==> config.mk <==
export PLATFORM = sky130hd
export DESIGN_NAME = pipe_run_ctrl_flat
export DESIGN_NICKNAME = d
export VERILOG_FILES = /design/src/rtl/pipe_dbg_pkg.sv /design/src/rtl/pipe_run_ctrl_if.sv /design/src/rtl/sat_counter.sv /design/src/rtl/pipe_run_ctrl.sv /design/src/flat_wrapper.sv
export SDC_FILE = /design/constraint.sdc
export NUM_CORES = 1
export LEC_CHECK = 0
export BUFFER_PORTS_ARGS = -buffer_cell sky130_fd_sc_hd__buf_2
export CAP_MARGIN = 10
export CELL_PAD_IN_SITES_DETAIL_PLACEMENT = 0
export CELL_PAD_IN_SITES_GLOBAL_PLACEMENT = 1
export CORE_MARGIN = 3
export CORE_UTILIZATION = 30
export DETAILED_ROUTE_END_ITERATION = 6
export PLACE_DENSITY = 0.62
export SLEW_MARGIN = 5
export SYNTH_ARGS = -nofsm -noshare
export SYNTH_HDL_FRONTEND = slang
export SYNTH_SLANG_ARGS = --single-unit
==> constraint.sdc <==
create_clock -name clk -period 5.9 [get_ports clk]
set_clock_uncertainty 0.2 [all_clocks]
set_input_delay 0.295 -clock clk [delete_from_list [all_inputs] [get_ports clk]]
set_output_delay 0.295 -clock clk [all_outputs]
set_load 0.005 [all_outputs]
==> src/rtl/pipe_dbg_pkg.sv <==
// Shared encodings for the pipeline run/halt/step controller:
// debug command opcodes, controller state and default counter width.
package pipe_dbg_pkg;

    localparam int CNT_W_DEF = 32;

    typedef enum logic [2:0] {
        OP_NOP    = 3'd0,
        OP_RUN    = 3'd1,
        OP_HALT   = 3'd2,
        OP_STEP   = 3'd3,
        OP_SETBP  = 3'd4,
        OP_CLRBP  = 3'd5,
        OP_CLRCNT = 3'd6,
        OP_RSVD   = 3'd7
    } cmd_op_e;

    typedef enum logic [1:0] {
        ST_RUN    = 2'd0,
        ST_HALTED = 2'd1,
        ST_STEP   = 2'd2
    } run_state_e;

endpackage

==> src/rtl/pipe_run_ctrl_if.sv <==
// Debug command port: valid/ready handshake carrying an opcode and a 32-bit argument.
interface pipe_run_ctrl_if;

    logic        cmd_valid;
    logic        cmd_ready;
    logic [2:0]  cmd_op;
    logic [31:0] cmd_arg;

    modport master (
        output cmd_valid,
        output cmd_op,
        output cmd_arg,
        input  cmd_ready
    );

    modport slave (
        input  cmd_valid,
        input  cmd_op,
        input  cmd_arg,
        output cmd_ready
    );

endinterface

==> src/rtl/sat_counter.sv <==
// Saturating up-counter with enable and synchronous clear; clear beats increment.
module sat_counter #(
    parameter int W = 32
) (
    input  logic         clk,
    input  logic         rstn,
    input  logic         en,
    input  logic         clr,
    output logic [W-1:0] cnt
);

    // Count up while enabled, holding at all-ones instead of wrapping.
    always_ff @(posedge clk or negedge rstn) begin
        if (!rstn) begin
            cnt <= '0;
        end else if (clr) begin
            cnt <= '0;
        end else if (en && (cnt != '1)) begin
            cnt <= cnt + W'(1);
        end
    end

endmodule

==> src/rtl/pipe_run_ctrl.sv <==
// Run/halt/single-step controller for the 5-stage pipeline. Drives the global
// pipeline enable, takes debug commands, halts on a PC breakpoint and keeps
// saturating performance counters.
//
//   state     | meaning
//   ----------+-------------------------------------------------------------
//   ST_RUN    | pipeline free-running, cpu_en = 1
//   ST_HALTED | pipeline frozen, cpu_en = 0, waiting for RUN/STEP
//   ST_STEP   | running a bounded number of enabled cycles, then halts
module pipe_run_ctrl
    import pipe_dbg_pkg::*;
#(
    parameter bit RUN_ON_RESET = 1'b1,
    parameter int CNT_W        = CNT_W_DEF
) (
    input  logic             clk,
    input  logic             rstn,
    pipe_run_ctrl_if.slave   cmd,
    input  logic [31:0]      pc_if,
    input  logic             stall_in,
    input  logic             flush_in,
    input  logic             retire_in,
    output logic             cpu_en,
    output logic             halted,
    output logic             step_done,
    output logic             bp_hit,
    output logic [CNT_W-1:0] cycle_cnt,
    output logic [CNT_W-1:0] stall_cnt,
    output logic [CNT_W-1:0] flush_cnt,
    output logic [CNT_W-1:0] retire_cnt
);

    localparam run_state_e RST_STATE = RUN_ON_RESET ? ST_RUN : ST_HALTED;

    run_state_e       state;
    run_state_e       st_nxt;
    logic [CNT_W-1:0] step_rem;
    logic [CNT_W-1:0] step_arg;
    logic [CNT_W-1:0] step_load;
    logic             load_step;
    logic             bp_en;
    logic [31:0]      bp_addr;
    logic             skip_bp;
    cmd_op_e          op;
    logic             acc;
    logic             acc_halt;
    logic             bp_match;
    logic             step_last;
    logic             cnt_clr;

    assign op = cmd_op_e'(cmd.cmd_op);

    // HALT must always get through, even while a step sequence owns the port.
    assign cmd.cmd_ready = (state != ST_STEP) || (op == OP_HALT);

    assign acc      = cmd.cmd_valid && cmd.cmd_ready;
    assign acc_halt = acc && (op == OP_HALT);
    assign cnt_clr  = acc && (op == OP_CLRCNT);

    // A step count of zero is treated as a single step.
    assign step_arg  = CNT_W'(cmd.cmd_arg);
    assign step_load = (step_arg == '0) ? CNT_W'(1) : step_arg;

    // skip_bp masks the first enabled cycle after leaving HALTED so the core
    // can resume from the very PC it stopped on.
    assign bp_match  = bp_en && !skip_bp && (state != ST_HALTED) && (pc_if == bp_addr);
    assign step_last = (state == ST_STEP) && (step_rem == CNT_W'(1));

    // Next-state decode; halting sources are merged so simultaneous events all land in HALTED.
    always_comb begin
        st_nxt    = state;
        load_step = 1'b0;
        case (state)
            ST_RUN: begin
                if (bp_match || acc_halt) begin
                    st_nxt = ST_HALTED;
                end else if (acc && (op == OP_STEP)) begin
                    st_nxt    = ST_STEP;
                    load_step = 1'b1;
                end
            end
            ST_STEP: begin
                if (step_last || bp_match || acc_halt) begin
                    st_nxt = ST_HALTED;
                end
            end
            ST_HALTED: begin
                if (acc && (op == OP_RUN)) begin
                    st_nxt = ST_RUN;
                end else if (acc && (op == OP_STEP)) begin
                    st_nxt    = ST_STEP;
                    load_step = 1'b1;
                end
            end
            default: begin
                st_nxt = RST_STATE;
            end
        endcase
    end

    // State register with registered enable/status outputs and event pulses.
    always_ff @(posedge clk or negedge rstn) begin
        if (!rstn) begin
            state     <= RST_STATE;
            cpu_en    <= RUN_ON_RESET;
            halted    <= !RUN_ON_RESET;
            step_rem  <= '0;
            skip_bp   <= 1'b0;
            step_done <= 1'b0;
            bp_hit    <= 1'b0;
        end else begin
            state     <= st_nxt;
            cpu_en    <= (st_nxt != ST_HALTED);
            halted    <= (st_nxt == ST_HALTED);
            skip_bp   <= (state == ST_HALTED) && (st_nxt != ST_HALTED);
            step_done <= step_last;
            bp_hit    <= bp_match;
            if (load_step) begin
                step_rem <= step_load;
            end else if (state == ST_STEP) begin
                step_rem <= step_rem - CNT_W'(1);
            end
        end
    end

    // Breakpoint address/enable, written only by SETBP and CLRBP.
    always_ff @(posedge clk or negedge rstn) begin
        if (!rstn) begin
            bp_en   <= 1'b0;
            bp_addr <= '0;
        end else if (acc && (op == OP_SETBP)) begin
            bp_en   <= 1'b1;
            bp_addr <= cmd.cmd_arg;
        end else if (acc && (op == OP_CLRBP)) begin
            bp_en <= 1'b0;
        end
    end

    sat_counter #(.W(CNT_W)) u_cycle_cnt (
        .clk  (clk),
        .rstn (rstn),
        .en   (cpu_en),
        .clr  (cnt_clr),
        .cnt  (cycle_cnt)
    );

    sat_counter #(.W(CNT_W)) u_stall_cnt (
        .clk  (clk),
        .rstn (rstn),
        .en   (cpu_en && stall_in),
        .clr  (cnt_clr),
        .cnt  (stall_cnt)
    );

    sat_counter #(.W(CNT_W)) u_flush_cnt (
        .clk  (clk),
        .rstn (rstn),
        .en   (cpu_en && flush_in),
        .clr  (cnt_clr),
        .cnt  (flush_cnt)
    );

    sat_counter #(.W(CNT_W)) u_retire_cnt (
        .clk  (clk),
        .rstn (rstn),
        .en   (cpu_en && retire_in),
        .clr  (cnt_clr),
        .cnt  (retire_cnt)
    );

endmodule
==> src/flat_wrapper.sv <==
// flat-port wrapper written by rule: the top's interface ports become plain ports
module pipe_run_ctrl_flat import pipe_dbg_pkg::*;
#(
    parameter bit RUN_ON_RESET = 1'b1,
    parameter int CNT_W        = CNT_W_DEF
)
  (clk, rstn, pc_if, stall_in, flush_in, retire_in, cpu_en, halted, step_done, bp_hit, cycle_cnt, stall_cnt, flush_cnt, retire_cnt, cmd_cmd_valid, cmd_cmd_op, cmd_cmd_arg, cmd_cmd_ready);
  pipe_run_ctrl_if cmd_i ();
  input  logic clk;
  input  logic rstn;
  input  logic [31:0] pc_if;
  input  logic stall_in;
  input  logic flush_in;
  input  logic retire_in;
  output logic cpu_en;
  output logic halted;
  output logic step_done;
  output logic bp_hit;
  output logic [CNT_W-1:0] cycle_cnt;
  output logic [CNT_W-1:0] stall_cnt;
  output logic [CNT_W-1:0] flush_cnt;
  output logic [CNT_W-1:0] retire_cnt;
  input wire logic [$bits(cmd_i.cmd_valid)-1:0] cmd_cmd_valid;
  input wire logic [$bits(cmd_i.cmd_op)-1:0] cmd_cmd_op;
  input wire logic [$bits(cmd_i.cmd_arg)-1:0] cmd_cmd_arg;
  output wire logic [$bits(cmd_i.cmd_ready)-1:0] cmd_cmd_ready;
  assign cmd_i.cmd_valid = cmd_cmd_valid;
  assign cmd_i.cmd_op = cmd_cmd_op;
  assign cmd_i.cmd_arg = cmd_cmd_arg;
  assign cmd_cmd_ready = cmd_i.cmd_ready;
  pipe_run_ctrl #(.RUN_ON_RESET(RUN_ON_RESET), .CNT_W(CNT_W)) u_core (.clk(clk), .rstn(rstn), .cmd(cmd_i), .pc_if(pc_if), .stall_in(stall_in), .flush_in(flush_in), .retire_in(retire_in), .cpu_en(cpu_en), .halted(halted), .step_done(step_done), .bp_hit(bp_hit), .cycle_cnt(cycle_cnt), .stall_cnt(stall_cnt), .flush_cnt(flush_cnt), .retire_cnt(retire_cnt));
endmodule
==> reports/metrics.cfg, run 1 <==
[sta]
holdWs_ns=0.0506
hold_viol=0
setup_viol=0
fin_crit_sh=0.492
max_freq_mhz=345
setup_ws_ns=3.00
maxSlewViolCount=0
slew_headroom=0.372
tns_ns=0
worst_slew_pin_slew_ns=0.943
finalCriticalPeriod_ns=2.90
rsz0062_at_grt=false

[floorplan]
fp.dieArea_um2=37200
fp.dieH_um=193
rows=67
die_w_um=193
start_util=0.309
pin_count=206
core-area_um2=34000

[clock_tree]
cts-root-buf=clkbuf_16
path_clk_slew_ns=0.08
worstSkewPairLatency_ns=0.45
cts_tree=done
htree_levels=4
cts.sinks=200
cts_setup_buffers=0
clk_path_buf_depth=2
cts_buffers=17

[drt]
vias_per_cell=4.97
routed_wl_um=30400
ant_nets=0
wl_per_cell_um=17.1
drc=0
vias=8833
firstDrtPassIters=4
drtIter0Drc=468

[logic_synthesis]
syn_area_per_cell_um2=9.66
synthArstFlopShare=1.00
synth_fp_nets=1164
synth_ff_type=dfrtp_1
synth_edf_count=0
syn_inst=1085
syn-cell-area_um2=10500
yosysSeqAreaShare=0.478
yosys_warnings=0
ys_seq_elements=200
yosys.cell_types.count=51

[cells_and_area]
diodes=0
final_nets=1396
finalCoreUtilization=0.385
n_fill_cell=3464
syn2layout_area_growth_pct=24.7
drive_above_1_share=0.227
stdcell_count=1778

[global_routing]
track_usage=0.164
overflow=0
grt_max_degree=131
antenna_found_initial=0
grt_pass1_wl_um=48600
grt_pass1_vias=8782

[worst_setup_path]
r2r_start=u_core.cpu_en
cp-startpoint=u_core.cpu_en
cp.required_ns=6.01
cp-start-kind=flip-flop
critPathMaxFanout=17
path_class=flip-flop to flip-flop
arrival_ns=3.02
end_kind=flip-flop

[worst_hold_path]
hold_class=input pin to flip-flop
worstHoldStart=retire_in

[place]
pre_cts_ws_ns=3.00
dp_cells=1703
hpwlAfterDp_um=21200
io_buffers=205
place_congestion=0.770

[pwr]
ir_drop_mv=0.204
p_leak_nw=5.88
powerDensity_nw_per_um2=302

[run]
max_cap_viol_count=0

[status]
outcome=finished, final reports clean

## layout make-up
class                   instances  area (µm²)  share of cell area
flip-flops and latches        200        5010               0.383
repair buffers                258        1550               0.119
well taps                     448         561              0.0429
clock buffers                  18         439              0.0336
clock inverters                14         185              0.0142
inverters                      17        63.8             0.00488
multi-input cells             823        5260               0.403
## stage by stage
stage / cell area, µm² / total power, mW
global route: 13100 / 4.21
global placement: 12000 / 2.67
CTS: 13100 / 4.01
floorplan: 10500 / 2.34
detailed placement: 12000 / 2.69
finish: 13100 / 3.95
## registers in the layout, indices dropped and copies added (netlist names)
register and count:
u_core.u_cycle_cnt.cnt 32, u_core.u_flush_cnt.cnt 32, u_core.u_retire_cnt.cnt 32, u_core.bp_hit 1, u_core.halted 1, u_core.bp_en 1
u_core.cpu_en 1, u_core.bp_addr 32, u_core.skip_bp 1, u_core.u_stall_cnt.cnt 32, u_core.state 2, u_core.step_rem 32
u_core.step_done 1
## layout by cell type (no fill, tap or decap), types with 6 or more instances in the layout
| cell | n |
|---|---|
| xor2_1 | 73 |
| inv_1 | 17 |
| nand4_1 | 60 |
| nand2_1 | 61 |
| nor3_1 | 45 |
| mux2_2 | 41 |
| dfrtp_1 | 199 |
| a21oi_1 | 22 |
| or3_1 | 14 |
| xnor2_1 | 82 |
| o31ai_1 | 6 |
| nor2_1 | 149 |
| and2_1 | 11 |
| and3_1 | 29 |
| nor2b_1 | 6 |
| buf_2 | 204 |
| nand2b_1 | 6 |
| nand3_1 | 61 |
| o21ai_0 | 25 |
| a211o_1 | 10 |
| dlygate4sd3_1 | 42 |
| buf_4 | 9 |
| a31oi_1 | 10 |
| ha_1 | 6 |
| and4_1 | 15 |
| nor4_1 | 38 |
| a211oi_1 | 7 |
| clkbuf_16 | 17 |
## critical path, stage by stage (launching register included)
cell and delay (ns):
dfstp_2 0.76, and4_1 0.33, nand4_1 0.25, nor4_1 0.82, nand4_1 0.20, xor2_1 0.17
nor2_1 0.05
## path summary, 6_finish.rpt
path | to | slack (ns) | cells after the start
setup / recovery | u_core.u_flush_cnt.cnt[28] | 3.00 | 6
hold / removal | u_core.u_retire_cnt.cnt[2] | 0.05 | 4
setup reg to reg | u_core.u_flush_cnt.cnt[28] | 3.00 | 6
hold reg to reg | u_core.bp_en | 0.33 | 2
max in group asynchronous | u_core.u_cycle_cnt.cnt[3] | 3.90 | 3
min in group asynchronous | u_core.u_flush_cnt.cnt[18] | 0.29 | 2
## synth_stat cells, types with 22 or more instances
master / count / share of area
dfrtp_1: 199 / 0.48
nand3_1: 61 / 0.029
xnor2_1: 82 / 0.069
nor3_1: 46 / 0.022
nor2_1: 150 / 0.054
mux2_2: 41 / 0.044
o21ai_0: 25 / 0.012
and3_1: 29 / 0.017
clkbuf_1: 42 / 0.015
nand2_1: 61 / 0.022
nand4_1: 60 / 0.036
a21oi_1: 22 / 0.011
xor2_1: 73 / 0.061
nor4_1: 39 / 0.023
## routing by layer
layer | vias up | part of all wire | track usage
met5 | - | 0 | 0
met4 | 0 | 0.012 | 0.0403
li1 | 4334 | - | -
met2 | 194 | 0.45 | 0.249
met1 | 4288 | 0.48 | 0.235
met3 | 17 | 0.055 | 0.0409
## report_power, final
group / switching (mW) / leakage, nW / total [mW] / internal, mW
Sequential: 0.280 / 2.63 / 1.89 / 1.61
Clock: 0.587 / 0.296 / 1.28 / 0.691
Combinational: 0.384 / 2.96 / 0.782 / 0.399
## logic make-up after synthesis
logic type / count (synthesis) / share of synthesized area
adder cells (fa/ha/maj): 6 / 0.00716
XOR/XNOR: 155 / 0.130
AO/OA/AOI/OAI: 94 / 0.0574
multiplexers: 44 / 0.0469
buffers and inverters: 62 / 0.0224
flip-flops: 200 / 0.478
AND/OR/NAND/NOR: 524 / 0.259
## timing repair
| item | 4_1_cts | 5_1_grt |
|---|---|---|
| resized for setup | 0 | 0 |
| hold buffers | 42 | 0 |
| endpoints found under the hold margin | 178 | 0 |
Note: power is estimated with default switching activity, not from simulation.
==> run 2, diff against run 1 <==
- PLACE_DENSITY: 0.62 -> 0.64
- clock period: 5.9 -> 2.4 ns (I/O delays scaled with it)
==> reports/metrics.cfg, run 2 (synthesis gave the netlist of run 1 again) <==
[cells_and_area]
stdcell_area_um2=14100  ; +7.6%
n_fill_cell=3447  ; -0.49%
finalCoreUtilization=0.414  ; +0.0291
multiInputGateArea_um2=5500  ; +4.5%
final_nets=1495  ; +7.1%
stdcell_count=1876  ; +5.5%
mostFrequentLayoutCells=buf_2 (204), dfrtp_1 (198), nor2_1 (147), buf_4 (97), xnor2_1 (78)
syn2layout_area_growth_pct=34.1
seq_area_um2=5010  ; about the same
diodes=0  ; unchanged
mostFrequentLayoutCell=buf_2
drive_above_1_share=0.300  ; +0.0727

[clock_tree]
htree_levels=4  ; unchanged
clk_path_buf_depth=2  ; unchanged
cts_buffers=17  ; unchanged
path_clk_slew_ns=0.08  ; about the same
cts-root-buf=clkbuf_16
cts.sinks=200  ; unchanged
cts_tree=done
worstSkewPairLatency_ns=0.45  ; about the same

[floorplan]
pin_count=206  ; unchanged
fp.dieH_um=193  ; unchanged
start_util=0.309  ; unchanged
fp.dieArea_um2=37200  ; unchanged
die_w_um=193  ; unchanged
rows=67  ; unchanged
core-area_um2=34000  ; unchanged

[sta]
setup_viol=1  ; +1
fin_crit_sh=1.01  ; +0.518
holdWs_ns=0.0194  ; -0.0312 ns
slew_headroom=0.649  ; +0.277
worst_slew_pin_slew_ns=0.526  ; -0.417 ns
max_freq_mhz=413  ; +20%
hold_viol=0  ; unchanged
rsz0062_at_grt=true
maxSlewViolCount=0  ; unchanged
setup_ws_ns=-0.0233  ; -3.02 ns
finalCriticalPeriod_ns=2.42  ; -0.479 ns
tns_ns=-0.0233  ; -0.0233 ns

[global_routing]
grt_max_degree=59  ; -55%
grt_pass1_wl_um=50500  ; +4.0%
grt_pass1_vias=9398  ; +7.0%
antenna_found_initial=0  ; unchanged
overflow=0  ; unchanged
track_usage=0.171  ; +0.00701

[run]
max_cap_viol_count=0  ; unchanged

[worst_setup_path]
critPathMaxFanout=4  ; -13
arrival_ns=2.56  ; -0.46 ns
path_class=flip-flop to flip-flop
cp-start-kind=flip-flop
end_kind=flip-flop
cp.required_ns=2.54  ; -3.47 ns

[drt]
firstDrtPassIters=4  ; unchanged
ant_nets=0  ; unchanged
vias=9310  ; +5.4%
vias_per_cell=4.96  ; -0.11%
wl_per_cell_um=16.7  ; -2.3%
drtIter0Drc=375  ; -20%
routed_wl_um=31300  ; +3.1%
drc=0  ; unchanged

[status]
outcome=finished, violations left
failed_checks=negative setup slack

[pwr]
power_mw=9.88  ; +150%
ir_drop_mv=0.492  ; +140%
p_leak_nw=6.49  ; +10%
powerDensity_nw_per_um2=703  ; +130%

[place]
pre_cts_ws_ns=-0.183  ; -3.18 ns
hpwlAfterDp_um=23000  ; +8.8%
place_area_um2=12800  ; +6.5%
io_buffers=205  ; unchanged
place_congestion=0.802  ; +4.2%
dp_cells=1797  ; +5.5%

[worst_hold_path]
hold_class=input pin to asynchronous set/reset pin

-- run 2: critical path, stage by stage (launching register included) --
cell     delay [ns]
dfrtp_1        0.38
or4_4          0.56
nor4_4         0.16
or3b_4         0.45
or3_4          0.38
a31oi_4        0.13
nor2b_1        0.05
-- run 2: power breakdown --
| group | internal [mW] | switching, mW | leakage, nW | total, mW |
|---|---|---|---|---|
| registers | 3.96 | 0.552 | 2.63 | 4.51 |
| logic | 1.35 | 1.22 | 3.61 | 2.57 |
| clock network | 1.46 | 1.34 | 0.256 | 2.80 |
-- run 2: path summary, 6_finish.rpt --
check | slack (ns) | from | cells after the start | endpoint
max | -0.02 | u_core.step_rem[10] | 6 | u_core.state[1]
min | 0.02 | rstn | 2 | u_core.u_flush_cnt.cnt[15]
max reg2reg | -0.02 | u_core.step_rem[10] | 6 | u_core.state[1]
min reg2reg | 0.33 | u_core.bp_addr[24] | 1 | u_core.bp_addr[24]
max in group asynchronous | 1.25 | rstn | 3 | u_core.bp_addr[30]
min in group clk | 0.04 | pc_if[15] | 7 | u_core.bp_hit
-- run 2: per-layer routing --
| metal | vias up | track usage | share of wire |
|---|---|---|---|
| li1 | 4528 | - | - |
| met4 | 0 | 0.0412 | 0.011 |
| met5 | - | 0 | 0 |
| met2 | 211 | 0.278 | 0.47 |
| met1 | 4554 | 0.236 | 0.47 |
| met3 | 17 | 0.0343 | 0.056 |
-- run 2: layout make-up --
class / count / area share
timing repair buffer: 357 / 0.169
multi-input combinational: 823 / 0.391
clock buffer: 21 / 0.0320
inverter: 17 / 0.00454
tap: 448 / 0.0399
clock inverter: 10 / 0.00685
sequential: 200 / 0.356
-- run 2: what timing repair did --
item,4_1_cts,5_1_grt
hold buffers,44,0
pin swaps,8,18
setup endpoints to repair,27,39
cloned,0,1
hold endpoints to repair,278,0
buffers inserted,2,1
resized for setup,19,35
